[config.mk]
export PLATFORM = sky130hd
export DESIGN_NAME = heatmap_mem_arbiter
export DESIGN_NICKNAME = d
export VERILOG_FILES = /design/src/rtl/heatmap_mem_arbiter.sv
export SDC_FILE = /design/constraint.sdc
export NUM_CORES = 1
export LEC_CHECK = 0
export CAP_MARGIN = 20
export CORE_MARGIN = 2
export CORE_UTILIZATION = 46
export DETAILED_ROUTE_END_ITERATION = 6
export PLACE_DENSITY = 0.77
export SLEW_MARGIN = 0
export SYNTH_ARGS = -nofsm -noshare
export SYNTH_HDL_FRONTEND = slang
export SYNTH_SLANG_ARGS = --single-unit
[constraint.sdc]
create_clock -name clock -period 3.1 [get_ports clock]
set_input_delay 0.62 -clock clock [delete_from_list [all_inputs] [get_ports clock]]
set_output_delay 0.62 -clock clock [all_outputs]
set_load 0.05 [all_outputs]
[src/rtl/heatmap_mem_arbiter.sv]
// rtl/heatmap_mem_arbiter.sv - heat-map pixel memory arbiter: VGA reader vs saturating RMW point writer
// Reader has priority; the writer wins after MAX_WAIT consecutive reader grants while it waits.
module heatmap_mem_arbiter #(
   parameter int WIDTH    = 640,
   parameter int HEIGHT   = 480,
   parameter int ADDR_W   = 19,
   parameter int RD_LAT   = 2,
   parameter int MAX_WAIT = 8
) (
   input  logic              clock,
   input  logic              reset,
   input  logic              wr_req,
   input  logic [9:0]        wr_x,
   input  logic [9:0]        wr_y,
   input  logic [7:0]        wr_val,
   output logic              wr_ack,
   output logic              wr_err,
   input  logic              rd_req,
   input  logic [9:0]        rd_x,
   input  logic [9:0]        rd_y,
   output logic [7:0]        rd_data,
   output logic              rd_valid,
   output logic [ADDR_W-1:0] mem_addr,
   output logic              mem_we,
   output logic [7:0]        mem_wdata,
   input  logic [7:0]        mem_rdata,
   output logic              busy
);

   localparam int CNT_W = $clog2(RD_LAT + 1);
   localparam int STV_W = $clog2(MAX_WAIT + 1);
   localparam logic [10:0] C_WIDTH  = 11'(WIDTH);
   localparam logic [10:0] C_HEIGHT = 11'(HEIGHT);

   typedef enum logic [2:0] {
      S_IDLE, S_RD_WAIT, S_RD_DONE, S_RMW_RD, S_RMW_WAIT, S_RMW_WR, S_WR_ACK
   } state_t;

   state_t             r_state;
   logic [CNT_W-1:0]   r_cnt;
   logic [STV_W-1:0]   r_starve;
   logic [7:0]         r_val;
   logic               r_oob;
   logic               r_wr_ack;
   logic               r_wr_err;
   logic [7:0]         r_rd_data;
   logic               r_rd_valid;
   logic [ADDR_W-1:0]  r_mem_addr;
   logic               r_mem_we;
   logic [7:0]         r_mem_wdata;
   logic               r_busy;

   logic [ADDR_W-1:0]  w_rd_addr;
   logic [ADDR_W-1:0]  w_wr_addr;
   logic               w_rd_oob;
   logic               w_wr_oob;
   logic               w_rd_grant;
   logic [8:0]         w_sum;
   logic [7:0]         w_sat;

   assign w_rd_addr  = ADDR_W'(rd_y) * ADDR_W'(WIDTH) + ADDR_W'(rd_x);
   assign w_wr_addr  = ADDR_W'(wr_y) * ADDR_W'(WIDTH) + ADDR_W'(wr_x);
   assign w_rd_oob   = ({1'b0, rd_x} >= C_WIDTH) || ({1'b0, rd_y} >= C_HEIGHT);
   assign w_wr_oob   = ({1'b0, wr_x} >= C_WIDTH) || ({1'b0, wr_y} >= C_HEIGHT);
   assign w_rd_grant = rd_req && (!wr_req || (r_starve < STV_W'(MAX_WAIT)));

   // 9-bit signed sum overflows 8 bits exactly when its top two bits differ.
   assign w_sum = {mem_rdata[7], mem_rdata} + {r_val[7], r_val};
   assign w_sat = (w_sum[8] != w_sum[7]) ? (w_sum[8] ? 8'h80 : 8'h7F) : w_sum[7:0];

   always_ff @(posedge clock) begin
      if (reset) begin
         r_state     <= S_IDLE;
         r_cnt       <= '0;
         r_starve    <= '0;
         r_val       <= '0;
         r_oob       <= 1'b0;
         r_wr_ack    <= 1'b0;
         r_wr_err    <= 1'b0;
         r_rd_data   <= '0;
         r_rd_valid  <= 1'b0;
         r_mem_addr  <= '0;
         r_mem_we    <= 1'b0;
         r_mem_wdata <= '0;
         r_busy      <= 1'b0;
      end else begin
         r_wr_ack   <= 1'b0;
         r_wr_err   <= 1'b0;
         r_rd_valid <= 1'b0;
         r_mem_we   <= 1'b0;
         case (r_state)
            S_IDLE: begin
               if (w_rd_grant) begin
                  r_oob    <= w_rd_oob;
                  r_cnt    <= '0;
                  r_starve <= wr_req ? r_starve + 1'b1 : '0;
                  r_busy   <= 1'b1;
                  r_state  <= S_RD_WAIT;
                  if (!w_rd_oob) r_mem_addr <= w_rd_addr;
               end else if (wr_req) begin
                  r_starve <= '0;
                  r_val    <= wr_val;
                  r_oob    <= w_wr_oob;
                  r_busy   <= 1'b1;
                  if (w_wr_oob) begin
                     r_state <= S_WR_ACK;
                  end else begin
                     r_mem_addr <= w_wr_addr;
                     r_state    <= S_RMW_RD;
                  end
               end else begin
                  r_starve <= '0;
               end
            end
            S_RD_WAIT: begin
               if (r_cnt == CNT_W'(RD_LAT)) begin
                  r_rd_data <= r_oob ? 8'h00 : mem_rdata;
                  r_state   <= S_RD_DONE;
               end else begin
                  r_cnt <= r_cnt + 1'b1;
               end
            end
            S_RD_DONE: begin
               r_rd_valid <= 1'b1;
               r_busy     <= 1'b0;
               r_state    <= S_IDLE;
            end
            S_RMW_RD: begin
               r_cnt   <= CNT_W'(1);
               r_state <= S_RMW_WAIT;
            end
            S_RMW_WAIT: begin
               if (r_cnt == CNT_W'(RD_LAT)) begin
                  r_mem_we    <= 1'b1;
                  r_mem_wdata <= w_sat;
                  r_state     <= S_RMW_WR;
               end else begin
                  r_cnt <= r_cnt + 1'b1;
               end
            end
            S_RMW_WR: begin
               r_state <= S_WR_ACK;
            end
            S_WR_ACK: begin
               r_wr_ack <= 1'b1;
               r_wr_err <= r_oob;
               r_busy   <= 1'b0;
               r_state  <= S_IDLE;
            end
            default: begin
               r_busy  <= 1'b0;
               r_state <= S_IDLE;
            end
         endcase
      end
   end

   assign wr_ack    = r_wr_ack;
   assign wr_err    = r_wr_err;
   assign rd_data   = r_rd_data;
   assign rd_valid  = r_rd_valid;
   assign mem_addr  = r_mem_addr;
   assign mem_we    = r_mem_we;
   assign mem_wdata = r_mem_wdata;
   assign busy      = r_busy;

endmodule

; After elaboration in Yosys (flattened, before gate mapping)
; Cells that the tools add are included.
[classes]
addsub = 5
mul = 2
order_cmp = 5
n_eq_ne = 15
mux = 26
bitwise = 4
reduce_logical = 20
[op_table]
columns = operator, n
row1 = 2-to-1 mux 19 bit, 4
row2 = adder 19 x 10 -> 19 bit, 2
row3 = "multiplier 10 x 3 -> 12 bit, second input constant", 2
row4 = 2-to-1 mux 8 bit, 3
row5 = ">= comparator 10 bit, second input constant", 2
row6 = ">= comparator 10 x 9 -> 1 bit, second input constant", 2
row7 = 2-to-1 mux 3 bit, 5
row8 = case mux 3 bit (5 select lines), 1
row9 = "!= test 2 bit, second input constant", 5
row10 = adder 8 x 8 -> 9 bit, 1
row11 = "equality test 3 bit, second input constant", 3
row12 = AND reduction 3 bit, 3
row13 = 2-to-1 mux 4 bit, 2
row14 = AND reduction 2 bit, 4
row15 = 2-to-1 mux 1 bit, 7
row16 = "equality test 3 x 2 -> 1 bit, second input constant", 2
row17 = case mux 2 bit (3 select lines), 1
row18 = OR reduction 2 bit, 3
row19 = "adder 4 x 1 -> 4 bit, second input constant", 1
row20 = "< comparator 4 bit, second input constant", 1
row21 = 2-to-1 mux 2 bit, 2
row22 = inverter 1 bit, 4
row23 = AND reduction 4 bit, 1
row24 = OR reduction 4 bit, 1
row25 = 13 further kinds, 15
[word_totals]
ff_bits = 58
inputBits = 60

; Depth between registers and ports, before layout
; Gate-level depths: netlist (run 1).
[logic_depth]
depth_word = 6
mapped_depth = 11
depth_no_buf = 10

; Least setup slack after synthesis (run 1)
; Ideal clock, no wire load.
[synth_timing]
kind = input to register
startpoint = input rd_y[1]
endpoint = register r_mem_addr[18], in the netlist mem_addr[18]
t_arrival_ns = 2.960
path_slack_ns = 0.018
cell_stages = 9
n_path_buf = 0
path_cell_list = ha_1 ha_1 fa_1 o2111ai_1 nor4b_2 nand3_1 nand3b_1 xnor2_2 a221o_1
[synth_between]
elab_chain_cells = 4
elab_cells_between_ends = 8
classes_between = add/sub: 1 / mul: 1 / order compare: 1 / eq/ne: 1 / mux: 2 / reduce/logical: 2
[synth_rtl]
columns = item, line_no
row1 = start: declaration, 20  ; input logic [9:0] rd_y,
row2 = multiplier 10 x 3 -> 12 bit / >= comparator 10 x 9 -> 1 bit (equally long branches), "61, 63"
row3 = adder 19 x 10 -> 19 bit / logical OR 1 bit (equally long branches), "61, 63"
row4 = 2-to-1 mux 19 bit / != test 2 bit (equally long branches), n/a
row5 = 2-to-1 mux 19 bit / AND reduction 4 bit (equally long branches), n/a
row6 = end signal: assignment, 99  ; if (!w_rd_oob) r_mem_addr <= w_rd_addr;
row7 = end signal: assignment, 108  ; r_mem_addr <= w_wr_addr;
row8 = end: declaration, 48  ; logic [ADDR_W-1:0] r_mem_addr;
; Parallel ways exist; a longest one is shown, timed or not. The select of a mux whose other input is x is not followed.
; A chain may end at the register's enable or synchronous reset.

; Worst setup path after layout (run 1)
[layout_timing]
startpoint = input rd_y[4]
endpoint = register r_mem_addr[17], in the netlist mem_addr[17]
; Same word-level chain as after synthesis.

==> impl_metrics.tcl, run 1 <==
set metrics [dict create \
    via_per_inst 5.59 \
    setup.worst_path.class "input port to flip-flop" \
    place_hpwl_mm 9.35 \
    fin_crit_sh_pct 100 \
    multi_input_area_mm2 0.00328 \
    drcViolationCount 0 \
    cp_max_fo 3 \
    hold_buffers 0 \
    seqCellArea_mm2 0.00116 \
    setup_ws_ns -0.00214 \
    worstHoldPathCells 2 \
    fmax_mhz 322 \
    crit_arrival_ns 3.32 \
    synth_area_mm2 0.00429 \
    n_antenna_cell 0 \
    io_pins 100 \
    required_ns 3.32 \
    rows 35 \
    gr-usage-all-layers_pct 24.2 \
    design.die.area_mm2 0.0101 \
    pre_cts_slack_ns -0.548 \
    final_layout_size_suffix_gt1_share_pct 23.2 \
    synth_nets 630 \
    cts.path.max_buffers 2 \
    synth-compound-area-share_pct 19.8 \
    tritoncts "done" \
    clkLatencyLatePin_ns 0.33 \
    cap_violations 0 \
    first_pass_iters 7 \
    async_reset_ff_share_pct 0 \
    run_status "complete, but fails checks" \
    startpoint_type "input port" \
    drv_slew 0 \
    fin_hold_ws_ns 0.455 \
    cts_root_buf "clkbuf_8" \
    worstMarginPinSlew_ns 0.970 \
    synth-simple-area-share_pct 24.1 \
    dieHeight_um 101 \
    violations "setup timing" \
    synthMuxAreaShare_pct 0.933 \
    yosysTopAreaCellShare_pct 27.1 \
    antenna_found_initial 0 \
    grt_max_degree 56 \
    htreeDepth 3 \
    synth_top_family_by_area "simple AND/OR/NAND/NOR gates" \
    drtIter0Drc 198 \
    hold_violations 0 \
    synth_edf_count 0 \
    yosys.area_share.adder_pct 18.0 \
    numCtsBuffers 9 \
    core_area_mm2 0.00915 \
    cts.clk_slew.worst_paths_ns 0.07 \
    layout-area-overhead-vs-synth_pct 50.9 \
    synthFlopType "dfxtp_1" \
    fill_cells 705 \
    p_leak_nw 2.62 \
    synth-xor-area-share_pct 6.50 \
    min_period_ns 3.10 \
    synth_seq_area_share_pct 27.1 \
    syn_avg_cell_area_um2 8.30 \
    ir_drop_mv 0.285 \
    ant_nets 0 \
    routedWlPerCell_um 15.9 \
    first_global_vias 4476 \
    synth_seq_cells 58 \
    grt_pass1_wl_mm 19.8 \
    clock_sinks 58 \
    yosysWarnings 0 \
    initial_core_util_pct 46.9 \
    slew_headroom_pct 35.4 \
    ys_types 65 \
    finClkSkew_ns 0.0103 \
    total_power_w 0.00340 \
    gp_congestion 0.872 \
    dr_total_vias 4557 \
    port_buffers 99 \
    hold_class "flip-flop to flip-flop" \
    nNetsFinal 812 \
    overflow 0 \
    yosys-top-cells-area "dfxtp_1 (27%), ha_1 (14%), nand2_1 (5.8%), nor2_1 (5.5%), a21oi_1 (3.4%)" \
    cp-end-kind "flip-flop" \
    powerDensity_mw_per_mm2 524 \
    setup_viol 1 \
    synth_area_leader_cell "dfxtp_1" \
    finalWirelength_mm 13.0 \
    postSynthCellCount 517 \
    reg2reg_depth 10 \
    fp.dieW_um 101 \
]
==> metrics by stage <==
| stage | utilization (%) | area [µm²] | setup TNS [ns] | std cells |
|---|---|---|---|---|
| detailed placement | 64.8 | 5930 | -3.85 | 790 |
| CTS | 68.7 | 6290 | 0 | 813 |
| global placement | 64.8 | 5930 | -2.55 | 790 |
| floorplan | - | 4290 | 0 | 517 |
| finish | 70.7 | 6470 | -0.00214 | 815 |
| global route | 70.7 | 6470 | -0.257 | 815 |
==> where the power goes <==
part / switching (W) / leakage, nW / internal [W]
Clock: 0.000314 / 0.0882 / 0.000311
Combinational: 0.000968 / 2.06 / 0.000823
Sequential: 0.000122 / 0.471 / 0.000859
Total: 0.00140 / 2.62 / 0.00199
==> kinds of logic after synthesis <==
family                     count (synthesis)
muxes                                      4
AOI/OAI and AO/OA                        122
and+or+nand+nor                          208
xor gates and xnor gates                  31
buffers and inverters                     34
adders and majority gates                 60
DFF                                       58
==> worst paths after layout <==
check	startpoint	to	slack, ns
worst max-delay path	rd_y[4]	mem_addr[17]$_SDFFE_PP0P_	-0.002
worst min-delay path	rd_data[6]$_SDFFE_PP0P_	rd_data[6]$_SDFFE_PP0P_	0.45
worst max register to register	r_val[0]$_SDFFE_PP0P_	mem_wdata[2]$_SDFFE_PP0P_	0.60
worst min register to register	rd_data[6]$_SDFFE_PP0P_	rd_data[6]$_SDFFE_PP0P_	0.45
==> sequential cells by signal (all words and copies together) (netlist names), 2 cells and up <==
name       flops
r_state        3
r_cnt          2
r_val          8
r_starve       4
rd_data        8
mem_addr      19
mem_wdata      8
==> critical path: stages <==
cell           delay (ns)
dlygate4sd2_1        0.28
ha_4                 0.23
buf_4                0.13
fa_2                 0.41
a211oi_2             0.29
nor2_1               0.10
xor2_1               0.29
nor4b_4              0.34
nand3_1              0.18
xnor2_1              0.16
a211o_1              0.28
==> timing repair <==
item / CTS / global route
pin swaps: 19 / 22
buffers inserted: 7 / 2
endpoints found under the setup margin: 4 / 7
gates resized for setup: 27 / 34
==> per-layer routing <==
metal	vias to the layer above	track usage, %	wire length [µm]
li1	2238	-	-
met5	-	0	0
met1	2134	26.0	5020
met3	48	3.68	415
met4	0	13.8	689
met2	137	44.7	6840
==> cells in the final DEF, fill, tap and decap left out, types with 13 or more instances in the layout <==
| cell | n |
|---|---|
| o21ai_0 | 15 |
| clkdlybuf4s50_1 | 87 |
| a21oi_1 | 29 |
| dfxtp_1 | 58 |
| ha_1 | 36 |
| nor2_1 | 62 |
| inv_1 | 13 |
| buf_4 | 92 |
| xnor2_1 | 16 |
| nand2_1 | 66 |
==> layout make-up <==
cell class | count | area share (%)
timing repair buffer | 191 | 25.7
sequential | 58 | 17.9
tap | 111 | 2.14
clock buffer | 10 | 2.13
inverter | 14 | 0.812
clock inverter | 6 | 0.657
multi-input combinational | 425 | 50.6
==> synth_stat cells (all sizes together), types with 9 or more instances <==
cell type   n
nand2      66
nor2       64
dfxtp      58
ha         48
a21oi      29
o21ai      22
a211oi     17
xnor2      17
clkbuf     14
inv        14
xor2       14
nor3       12
nand3b      9
No activity file was read; power rests on OpenSTA's default activity.
==> inputs of run 2 (changes only) <==
--- a/config.mk
+++ b/config.mk
@@ -7,9 +7,9 @@
 export LEC_CHECK = 0
 export CAP_MARGIN = 20
 export CORE_MARGIN = 2
-export CORE_UTILIZATION = 46
+export CORE_UTILIZATION = 50
 export DETAILED_ROUTE_END_ITERATION = 6
-export PLACE_DENSITY = 0.77
+export PLACE_DENSITY = 0.8
 export SLEW_MARGIN = 0
 export SYNTH_ARGS = -nofsm -noshare
 export SYNTH_HDL_FRONTEND = slang
==> constraint.sdc (replaced) <==
create_clock -name clock -period 3.5 [get_ports clock]
set_input_delay 0.7 -clock clock [delete_from_list [all_inputs] [get_ports clock]]
set_output_delay 0.7 -clock clock [all_outputs]
set_load 0.05 [all_outputs]
==> run 2 against run 1 <==
  * The run now ends clean
  * Die area decreased by 7.7%
  * Sequential cell count unchanged
  * First-iteration DRC count decreased by 6.6%
  * Critical path type unchanged
  * Wire length decreased by 13%
  * Setup slack improved by 0.090 ns
  * Cell count decreased by 7.1%
  * Clock skew decreased by 0.0014 ns
  * Clock-buffer cell count unchanged
  * Final area decreased by 9.7%
  * Non-clock buffer count decreased by 51
  * Highest routed layer unchanged
  * Total power decreased by 14%
  * Sequential share of layout area increased by 1.9 points
==> impl_metrics.tcl, run 2 (synthesis gave the netlist of run 1 again) <==
set metrics [dict create \
    tns_ns 0 \
    cp_max_fo 3 \
    dr_total_vias 4339 \
    gr-usage-all-layers_pct 23.9 \
    startpoint_type "input port" \
    drv_slew 0 \
    dpl-instance-area_mm2 0.00562 \
    clkPwrFrac_pct 22.4 \
    mostFrequentLayoutCells "clkdlybuf4s50_1 (98), nand2_1 (66), nor2_1 (63)" \
    grt_max_degree 56 \
    drtIter0Drc 185 \
    grt_pass1_wl_mm 18.7 \
    gp_congestion 0.915 \
    power.net_switching_w 0.00115 \
    ant_nets 0 \
    clkLatencyLatePin_ns 0.33 \
    powerDensity_mw_per_mm2 499 \
    seqPwrFrac_pct 29.9 \
    hold_buffers 0 \
    clock_sinks 58 \
    route.met3.wl_um 602 \
    n_antenna_cell 0 \
    ir_drop_mv 0.247 \
    topRoutingLayerUsed "met4" \
    htreeDepth 3 \
    overflow 0 \
    core_area_mm2 0.00826 \
    p_leak_nw 2.32 \
    dieHeight_um 96.6 \
    initial_core_util_pct 52.0 \
    port_buffers 99 \
    min_period_ns 3.41 \
    slew_headroom_pct 36.7 \
    stdcell_count 757 \
    cell_internal_pwr_w 0.00177 \
    cts.clk_slew.worst_paths_ns 0.07 \
    fmax_mhz 293 \
    largest_reg_flops 19 \
    final_layout_size_suffix_gt1_share_pct 11.3 \
    antenna_found_initial 0 \
    tritoncts "done" \
    worstMarginPinSlew_ns 0.949 \
    fp.dieW_um 96.6 \
    setup.worst_path.class "input port to flip-flop" \
    required_ns 3.71 \
    rsz0062_at_grt "yes" \
    final_common_cell "clkdlybuf4s50_1" \
    io_pins 100 \
    numCtsBuffers 9 \
    dp.cells 742 \
    fin_crit_sh_pct 97.5 \
    cap_violations 0 \
    multi_input_area_mm2 0.00299 \
    fin_util_pct 70.8 \
    fill_cells 680 \
    routedWlPerCell_um 14.9 \
    finalWirelength_mm 11.3 \
    cts.path.max_buffers 2 \
    nNetsFinal 761 \
    setup_viol 0 \
    place_hpwl_mm 8.94 \
    via_per_inst 5.73 \
    p_comb_share_pct 47.7 \
    seqCellArea_mm2 0.00116 \
    hold_class "flip-flop to flip-flop" \
    first_global_vias 4226 \
    hold_violations 0 \
    finClkSkew_ns 0.00897 \
    drcViolationCount 0 \
    rows 33 \
    r2r_slack_ns 0.97 \
    wl_met1_mm 4.92 \
    first_pass_iters 4 \
    cts_root_buf "clkbuf_8" \
    final_area_mm2 0.00585 \
    crit_arrival_ns 3.62 \
    layout-area-overhead-vs-synth_pct 36.3 \
    design.die.area_mm2 0.00934 \
    cp-end-kind "flip-flop" \
    run_status "finished, final reports clean" \
    route.met2.wl_mm 5.53 \
    switching_share_pct 39.5 \
]
[run 2: cell count changes in the layout (fill, tap and decap cells not counted), sizes merged, moves of 3 or more]
cell / previous run / this run
buf: 93 / 42
clkdlybuf4s50: 87 / 98
dlygate4sd2: 4 / 0
dlymetal6s2s: 4 / 0
clkbuf: 13 / 10
clkinv: 4 / 1
[run 2: metrics by stage]
stage / setup WS (ns) / total power [W] / hold WS, ns
floorplan: 0.338 / 0.00182 / 0.440
global placement: -0.169 / 0.00221 / 0.438
detailed placement: -0.299 / 0.00225 / 0.451
CTS: 0.0465 / 0.00291 / 0.459
global route: -0.0283 / 0.00311 / 0.480
finish: 0.0883 / 0.00292 / 0.459
[run 2: final cells by class]
| class | instances | share of cell area, % |
|---|---|---|
| Clock buffer | 10 | 2.18 |
| Clock inverter | 5 | 1.37 |
| Inverter | 14 | 0.899 |
| Multi-Input combinational cell | 425 | 51.1 |
| Sequential cell | 58 | 19.9 |
| Tap cell | 105 | 2.25 |
| Timing Repair Buffer | 140 | 22.3 |
[run 2: power groups by stage]
stage / sequential, W / combinational [W] / clock (W)
after detailed placement: 0.000880 / 0.00137 / 0
final: 0.000872 / 0.00139 / 0.000655
after global placement: 0.000876 / 0.00134 / 0
after CTS: 0.000868 / 0.00138 / 0.000662
after floorplan: 0.00100 / 0.000817 / 0
after global routing: 0.000884 / 0.00152 / 0.000702
[run 2: timing repair]
action / 4_1_cts / 5_1_grt
endpoints found under the setup margin: 0 / 2
buffers inserted: 0 / 0
resized for setup: 0 / 3
[run 2: metal layers]
metal / global-route usage (%) / up-vias
met5: 0 / -
li1: - / 2143
met4: 8.34 / 0
met1: 29.5 / 2045
met2: 41.3 / 131
met3: 5.13 / 20
[run 2: worst max-delay path, cell delays in order]
cell             delay [ns]
clkdlybuf4s50_1        0.43
ha_1                   0.31
ha_1                   0.23
fa_1                   0.40
a211oi_1               0.30
nor3b_1                0.12
o31ai_2                0.24
o311a_1                0.29
nand3b_1               0.14
xnor2_2                0.16
a221o_1                0.31
[run 2: final timing paths]
check                                from                   endpoint  cells after the start
setup reg to reg    r_val[0]$_SDFFE_PP0P_  mem_wdata[0]$_SDFFE_PP0P_                     10
setup / recovery                  rd_y[1]  mem_addr[18]$_SDFFE_PP0P_                     11
hold reg to reg   rd_data[7]$_SDFFE_PP0P_    rd_data[7]$_SDFFE_PP0P_                      2
hold / removal    rd_data[7]$_SDFFE_PP0P_    rd_data[7]$_SDFFE_PP0P_                      2
==> inputs of run 3 (changes only) <==
--- a/config.mk
+++ b/config.mk
@@ -8,9 +8,10 @@
 export CAP_MARGIN = 20
 export CORE_MARGIN = 2
 export CORE_UTILIZATION = 50
+export CTS_CLUSTER_SIZE = 8
 export DETAILED_ROUTE_END_ITERATION = 6
 export PLACE_DENSITY = 0.8
-export SLEW_MARGIN = 0
+export SLEW_MARGIN = 10
 export SYNTH_ARGS = -nofsm -noshare
 export SYNTH_HDL_FRONTEND = slang
 export SYNTH_SLANG_ARGS = --single-unit
==> results of run 3 <==
Same layout as run 2: the final DEF is identical, and so are final timing and power.
